### config.mk
export PLATFORM = sky130hd
export DESIGN_NAME = act_vector_loader
export DESIGN_NICKNAME = d
export VERILOG_FILES = /design/src/rtl/nn_pkg.sv /design/src/rtl/act_bank.sv /design/src/rtl/act_vector_loader.sv
export SDC_FILE = /design/constraint.sdc
export NUM_CORES = 2
export LEC_CHECK = 0
export CAP_MARGIN = 20
export CORE_MARGIN = 2
export CORE_UTILIZATION = 29
export CTS_CLUSTER_DIAMETER = 200
export CTS_CLUSTER_SIZE = 16
export DETAILED_ROUTE_END_ITERATION = 10
export HOLD_SLACK_MARGIN = 0.02
export PLACE_DENSITY = 0.48
export SYNTH_ARGS = -nofsm -noshare
export SYNTH_HDL_FRONTEND = slang
export SYNTH_HIERARCHICAL = 1
export SYNTH_SLANG_ARGS = --single-unit
export TNS_END_PERCENT = 1
### constraint.sdc
create_clock -name clk -period 8.1 [get_ports clk]
set_input_delay 1.62 -clock clk [delete_from_list [all_inputs] [get_ports clk]]
set_output_delay 1.62 -clock clk [all_outputs]
set_load 0.05 [all_outputs]
### src/rtl/nn_pkg.sv
// rtl/nn_pkg.sv - shared FP32 constants and bank-state type for the dense-layer datapath
package nn_pkg;

  localparam int FP32_W     = 32;
  localparam int DEF_FAN_IN = 30;

  localparam logic [FP32_W-1:0] FP32_ZERO = 32'h0000_0000;

  typedef enum logic [1:0] {
    EMPTY   = 2'd0,
    FILLING = 2'd1,
    FULL    = 2'd2
  } bank_state_e;

endpackage

### src/rtl/act_bank.sv
// rtl/act_bank.sv - one NUM_IN x DW activation register bank with indexed write, clear and zero-pad
module act_bank
  import nn_pkg::*;
#(
  parameter int NUM_IN = DEF_FAN_IN,
  parameter int DW     = FP32_W
) (
  input  logic                       clk,
  input  logic                       rst_n,
  input  logic                       we,
  input  logic [$clog2(NUM_IN)-1:0]  widx,
  input  logic [DW-1:0]              wdata,
  input  logic                       clr,
  input  logic                       pad,
  output logic [NUM_IN*DW-1:0]       rd_flat
);

  logic [NUM_IN-1:0][DW-1:0] mem_q;
  logic [NUM_IN-1:0][DW-1:0] mem_d;

  // Next contents: clear wins; otherwise write one word and, when padding, zero every later slot
  always_comb begin
    mem_d = mem_q;
    if (clr) begin
      mem_d = '0;
    end else begin
      for (int k = 0; k < NUM_IN; k++) begin
        if (we && (int'(widx) == k)) begin
          mem_d[k] = wdata;
        end else if (pad && (k > int'(widx))) begin
          mem_d[k] = FP32_ZERO;
        end
      end
    end
  end

  // Bank storage register
  always_ff @(posedge clk or negedge rst_n) begin
    if (!rst_n) begin
      mem_q <= '0;
    end else begin
      mem_q <= mem_d;
    end
  end

  assign rd_flat = mem_q;

endmodule

### src/rtl/act_vector_loader.sv
// rtl/act_vector_loader.sv - double-buffered serial-to-vector FP32 activation loader (option macro: ACT_LOADER_ZERO_PAD_EN)
module act_vector_loader
  import nn_pkg::*;
#(
  parameter int NUM_IN = DEF_FAN_IN,
  parameter int DW     = FP32_W
) (
  input  logic                 clk,
  input  logic                 rst_n,
  input  logic [DW-1:0]        s_data,
  input  logic                 s_valid,
  input  logic                 s_last,
  output logic                 s_ready,
  output logic [NUM_IN*DW-1:0] vec_out,
  output logic                 vec_valid,
  input  logic                 vec_ready,
  output logic                 err_len
);

  localparam int            IW       = $clog2(NUM_IN);
  localparam logic [IW-1:0] LAST_IDX = IW'(NUM_IN - 1);

  bank_state_e          state_q [2];
  bank_state_e          state_d [2];
  logic                 wr_bank_q, wr_bank_d;
  logic                 rd_bank_q, rd_bank_d;
  logic [IW-1:0]        wr_idx_q, wr_idx_d;
  logic                 run_q, run_d;
  logic                 vec_valid_q, vec_valid_d;
  logic                 err_len_q, err_len_d;
  logic [NUM_IN*DW-1:0] vec_out_q, vec_out_d;

  logic [1:0]           bank_we, bank_clr, bank_pad;
  logic [NUM_IN*DW-1:0] bank_rd [2];
  logic                 accept, rel, at_last, short_vec;

  // run_q keeps s_ready low until the first edge after reset release
  assign s_ready   = run_q & (state_q[wr_bank_q] != FULL);
  assign accept    = s_valid & s_ready;
  assign rel       = vec_valid_q & vec_ready;
  assign at_last   = (wr_idx_q == LAST_IDX);
  assign short_vec = s_last & ~at_last;

  // Bank state machines, pointers and write controls
  always_comb begin
    state_d   = state_q;
    wr_bank_d = wr_bank_q;
    rd_bank_d = rd_bank_q;
    wr_idx_d  = wr_idx_q;
    run_d     = 1'b1;
    err_len_d = 1'b0;
    bank_we   = 2'b00;
    bank_clr  = 2'b00;
    bank_pad  = 2'b00;

    // A FULL read bank can never be the bank being written, so release and fill never collide
    if (rel) begin
      state_d[rd_bank_q] = EMPTY;
      rd_bank_d          = ~rd_bank_q;
    end

    if (accept) begin
      if (short_vec) begin
        err_len_d = 1'b1;
        wr_idx_d  = '0;
`ifdef ACT_LOADER_ZERO_PAD_EN
        bank_we[wr_bank_q]  = 1'b1;
        bank_pad[wr_bank_q] = 1'b1;
        state_d[wr_bank_q]  = FULL;
        wr_bank_d           = ~wr_bank_q;
`else
        bank_clr[wr_bank_q] = 1'b1;
        state_d[wr_bank_q]  = EMPTY;
`endif
      end else if (at_last) begin
        err_len_d          = ~s_last;
        bank_we[wr_bank_q] = 1'b1;
        state_d[wr_bank_q] = FULL;
        wr_bank_d          = ~wr_bank_q;
        wr_idx_d           = '0;
      end else begin
        bank_we[wr_bank_q] = 1'b1;
        state_d[wr_bank_q] = FILLING;
        wr_idx_d           = wr_idx_q + IW'(1);
      end
    end
  end

  // Output stage: valid/data are re-registered from the read bank; drop valid on the releasing edge
  always_comb begin
    vec_valid_d = (state_q[rd_bank_q] == FULL) & ~rel;
    vec_out_d   = bank_rd[rd_bank_q];
  end

  // Control and output registers
  always_ff @(posedge clk or negedge rst_n) begin
    if (!rst_n) begin
      state_q[0]  <= EMPTY;
      state_q[1]  <= EMPTY;
      wr_bank_q   <= 1'b0;
      rd_bank_q   <= 1'b0;
      wr_idx_q    <= '0;
      run_q       <= 1'b0;
      vec_valid_q <= 1'b0;
      err_len_q   <= 1'b0;
      vec_out_q   <= '0;
    end else begin
      state_q     <= state_d;
      wr_bank_q   <= wr_bank_d;
      rd_bank_q   <= rd_bank_d;
      wr_idx_q    <= wr_idx_d;
      run_q       <= run_d;
      vec_valid_q <= vec_valid_d;
      err_len_q   <= err_len_d;
      vec_out_q   <= vec_out_d;
    end
  end

  for (genvar b = 0; b < 2; b++) begin : g_bank
    act_bank #(
      .NUM_IN (NUM_IN),
      .DW     (DW)
    ) u_bank (
      .clk     (clk),
      .rst_n   (rst_n),
      .we      (bank_we[b]),
      .widx    (wr_idx_q),
      .wdata   (s_data),
      .clr     (bank_clr[b]),
      .pad     (bank_pad[b]),
      .rd_flat (bank_rd[b])
    );
  end

  assign vec_valid = vec_valid_q;
  assign vec_out   = vec_out_q;
  assign err_len   = err_len_q;

endmodule

==> metrics.csv <==
metric,value,unit
final wirelength,507000,um
Syn Area/Cell,12.3,um2
final setup violation count,0,
pwr dens,204,nW/um2
Lkg Pwr,0.0580,uW
reg2reg path depth,10,
Compound-Gate Fraction of Synth Area,0.129,
WS Path Type,input pin to flip-flop,
status,"finished, violations left",
RR Startpoint,wr_idx_q[1],
total iterations of the first detailed-routing run,6,
Final Max Tran Viols,442,
sequential fraction of the synthesis area,0.643,
vias in the first global route,80529,
Root Buffer,clkbuf_16,
Slew headroom,-1.59,
Finished Layout Cells,14908,
FILL cells,37922,
synth warn,6,
setup TNS,0,ns
WHS,0.445,ns
hold path start,g_bank[0].u_bank/rd_flat[841],
Chip Width,627,um
grt ovf,0,
H-Tree Depth,4,
reg2reg end,g_bank[1].u_bank/rd_flat[837],
Min-Delay Endpoint,vec_out[841],
most frequent CP cell,nand2_1,
post-synthesis mux area share,0.0966,
main combinational cell family by area after synthesis,compound AO/OA/AOI/OAI gates,
xor and xnor area share after synthesis,0.000155,
#FFs+latches synth,2894,
Inst Count DP,14659,
gpl congestion,0.831,
wire per inst,34.0,um
synthesized area,113000,um2
Cells after Synth,9181,
"EDFF count, synth",0,
area growth from synthesis to layout,18.2,%
"Hold-fix buffers, CTS",0,
library cells used by synthesis,75,
worst-path fanout max,33,
"Core Util, Final",0.345,
Initial Utilization,0.292,
post-DR vias/cell,5.35,
worst path buffer plus inverter count,2,
CP max stage cell,or2_2,
CP startpoint kind,input pin,
cts bufs inserted,202,
"Reg clk slew, reported paths",0.07,ns
I/O pin count,1000,
CTS sink cnt,2894,
crit end category,flip-flop,
core area,386000,um2
Final nets,9734,
layout cells sized above 1,0.168,
crit path cell chain,"clkdlybuf4s50_1, nand2_1, or3_4, nor3b_2, nand4bb_1, or2_2, nand2_1, buf_4, o32ai_1",
Remaining DRCs,0,
Final Hold Vio Count,0,
CTS tree,built,
placed instance area,128000,um2
Post CTS Setup Buffer Count,0,
All-Layer GR Usage,0.252,
# port buffers,999,
largest net degree at the start of global routing,200,
Post-Synth Adder-Cell Area,0.000444,
max cap viols,0,
Max clock buf depth,4,
Tcrit/Tclk final,0.654,
worst hold stages,1,
Vias,79786,
CP Data Arrival Time,6.00,ns
Hold Path Class,flip-flop to flip-flop,
clk_skew,0.105,ns
Die Span Y,627,um
Synth Area in Simple Gates,0.0705,
main flop type after synthesis,dfrtp_1,
first-pass GRT wire length,690000,um
Fmax achieved,189,MHz
drt initial violations,8113,
worst-margin pin slew,3.86,ns
RSZ-0062 raised after global routing,no,
detailed placement HPWL,319000,um
die area,394000,um2
crit path time final,5.29,ns
asr flop ratio synth,1.00,
worst-skew pair later-pin latency,0.98,ns
Resize count post-CTS,0,
fin area,133000,um2
initial antenna violation count,83,
failing checks,slew limit,
Routed Antenna Nets,0,
worst vdd ir,0.204,mV
delay of the slowest critical-path stage,0.87,ns
Std-Cell Rows,228,
largest delay contributor family on the critical path,simple AND/OR/NAND/NOR gates,
flop-to-flop setup slack,2.83,ns
CP required,8.81,ns
## kinds of logic (layout without fill, tap and decap cells)
group	count (synthesis)	after routing
other cells	2	34
fa+ha+maj	4	4
mux	967	967
flops	2894	2894
xor+xnor	2	2
compound gates	1975	1975
simple gates	1659	1659
buf+inv	1678	2198
## placed cells by master, fill, tap and decap left out, drive strengths merged, types with 11 or more instances in the layout
cell type      instances
mux2                 962
a22o                 256
nand3                501
dfrtp               2894
nor2b                 82
clkbuf               210
buf                  238
nand2b                74
nand2                828
diode                 26
nor2                  20
inv                  780
a21oi                424
o32ai                768
clkdlybuf4s50        966
o22ai                288
nor3                  11
nand3b                97
o21ai                212
## routing by layer
metal	track usage	up-vias	wire length, um
li1	-	33043	-
met3	0.0492	853	37400
met2	0.386	3680	229000
met4	0.154	12	36200
met5	0	-	107
met1	0.328	42198	204000
## synthesized netlist by cell type, types with 3 or more instances
| cell type | count | area, um2 |
|---|---|---|
| mux2i_1 | 5 | 50.1 |
| nor2b_1 | 82 | 513 |
| buf_4 | 38 | 285 |
| nand2b_1 | 74 | 463 |
| a21oi_1 | 424 | 2120 |
| nor3_2 | 4 | 40.0 |
| o22ai_1 | 288 | 1800 |
| o21ai_1 | 24 | 120 |
| ha_1 | 4 | 50.1 |
| o31ai_1 | 3 | 22.5 |
| nand2_2 | 6 | 37.5 |
| nand3_2 | 3 | 30.0 |
| and2_1 | 6 | 37.5 |
| o21ai_0 | 185 | 926 |
| inv_1 | 775 | 2910 |
| nor3b_1 | 4 | 30.0 |
| nor2_1 | 17 | 63.8 |
| nand3b_1 | 97 | 728 |
| nor3_1 | 7 | 35.0 |
| o21ai_2 | 3 | 26.3 |
| buf_6 | 10 | 113 |
| o31ai_2 | 3 | 37.5 |
| and4b_1 | 4 | 40.0 |
| buf_2 | 299 | 1500 |
| nand3_1 | 498 | 2490 |
| nand2_1 | 822 | 3090 |
| nor4_1 | 6 | 37.5 |
| mux2_2 | 960 | 10800 |
| o32ai_1 | 738 | 6460 |
| o32ai_2 | 30 | 488 |
| clkbuf_1 | 514 | 1930 |
| a22o_1 | 256 | 2240 |
| buf_1 | 41 | 154 |
| dfrtp_1 | 2894 | 72400 |
## report_power, final
part | internal [uW] | switching [uW] | leakage (uW) | total [uW]
Clock | 4510 | 5220 | 0.00261 | 9740
Combinational | 499 | 2190 | 0.0150 | 2690
Sequential | 14600 | 115 | 0.0404 | 14700
## how the worst max path moves through the flow
stage	start	endpoint	slack, ns	cells past startpoint
floorplan	s_valid	g_bank[1].u_bank/rd_flat[642]	4.14	11
global placement	s_valid	g_bank[1].u_bank/rd_flat[846]	2.09	9
global route	wr_idx_q[1]	g_bank[1].u_bank/rd_flat[843]	2.56	10
finish	s_valid	g_bank[1].u_bank/rd_flat[837]	2.81	9
CTS	wr_bank_q	s_ready	2.80	3
detailed placement	s_valid	g_bank[1].u_bank/rd_flat[837]	1.97	9
## final cells by class
class                   count  area, um2  area share
flip-flops and latches   2894      72400       0.544
multi-input cells        4615      34100       0.256
repair buffers           1204      11900      0.0890
well taps                5175       6470      0.0486
clock buffers             210       5150      0.0387
inverters                 776       2910      0.0219
clock inverters             8        189     0.00142
diodes                     26       65.1    0.000488
## state kept, by name, indices dropped and copies added (netlist names)
signal	flops
vec_valid	1
g_bank.u_bank/rd_flat	1920
state_q	4
wr_bank_q	1
run_q	1
rd_bank_q	1
err_len	1
vec_out	960
wr_idx_q	5
## through the flow
step / setup WS, ns / power [uW]
6_report: 2.81 / 27100
5_1_grt: 2.56 / 28000
4_1_cts: 2.80 / 27400
3_5_place_dp: 1.97 / 17600
3_3_place_gp: 2.09 / 17600
2_1_floorplan: 4.14 / 16200
No activity file was read; power rests on OpenSTA's default activity.
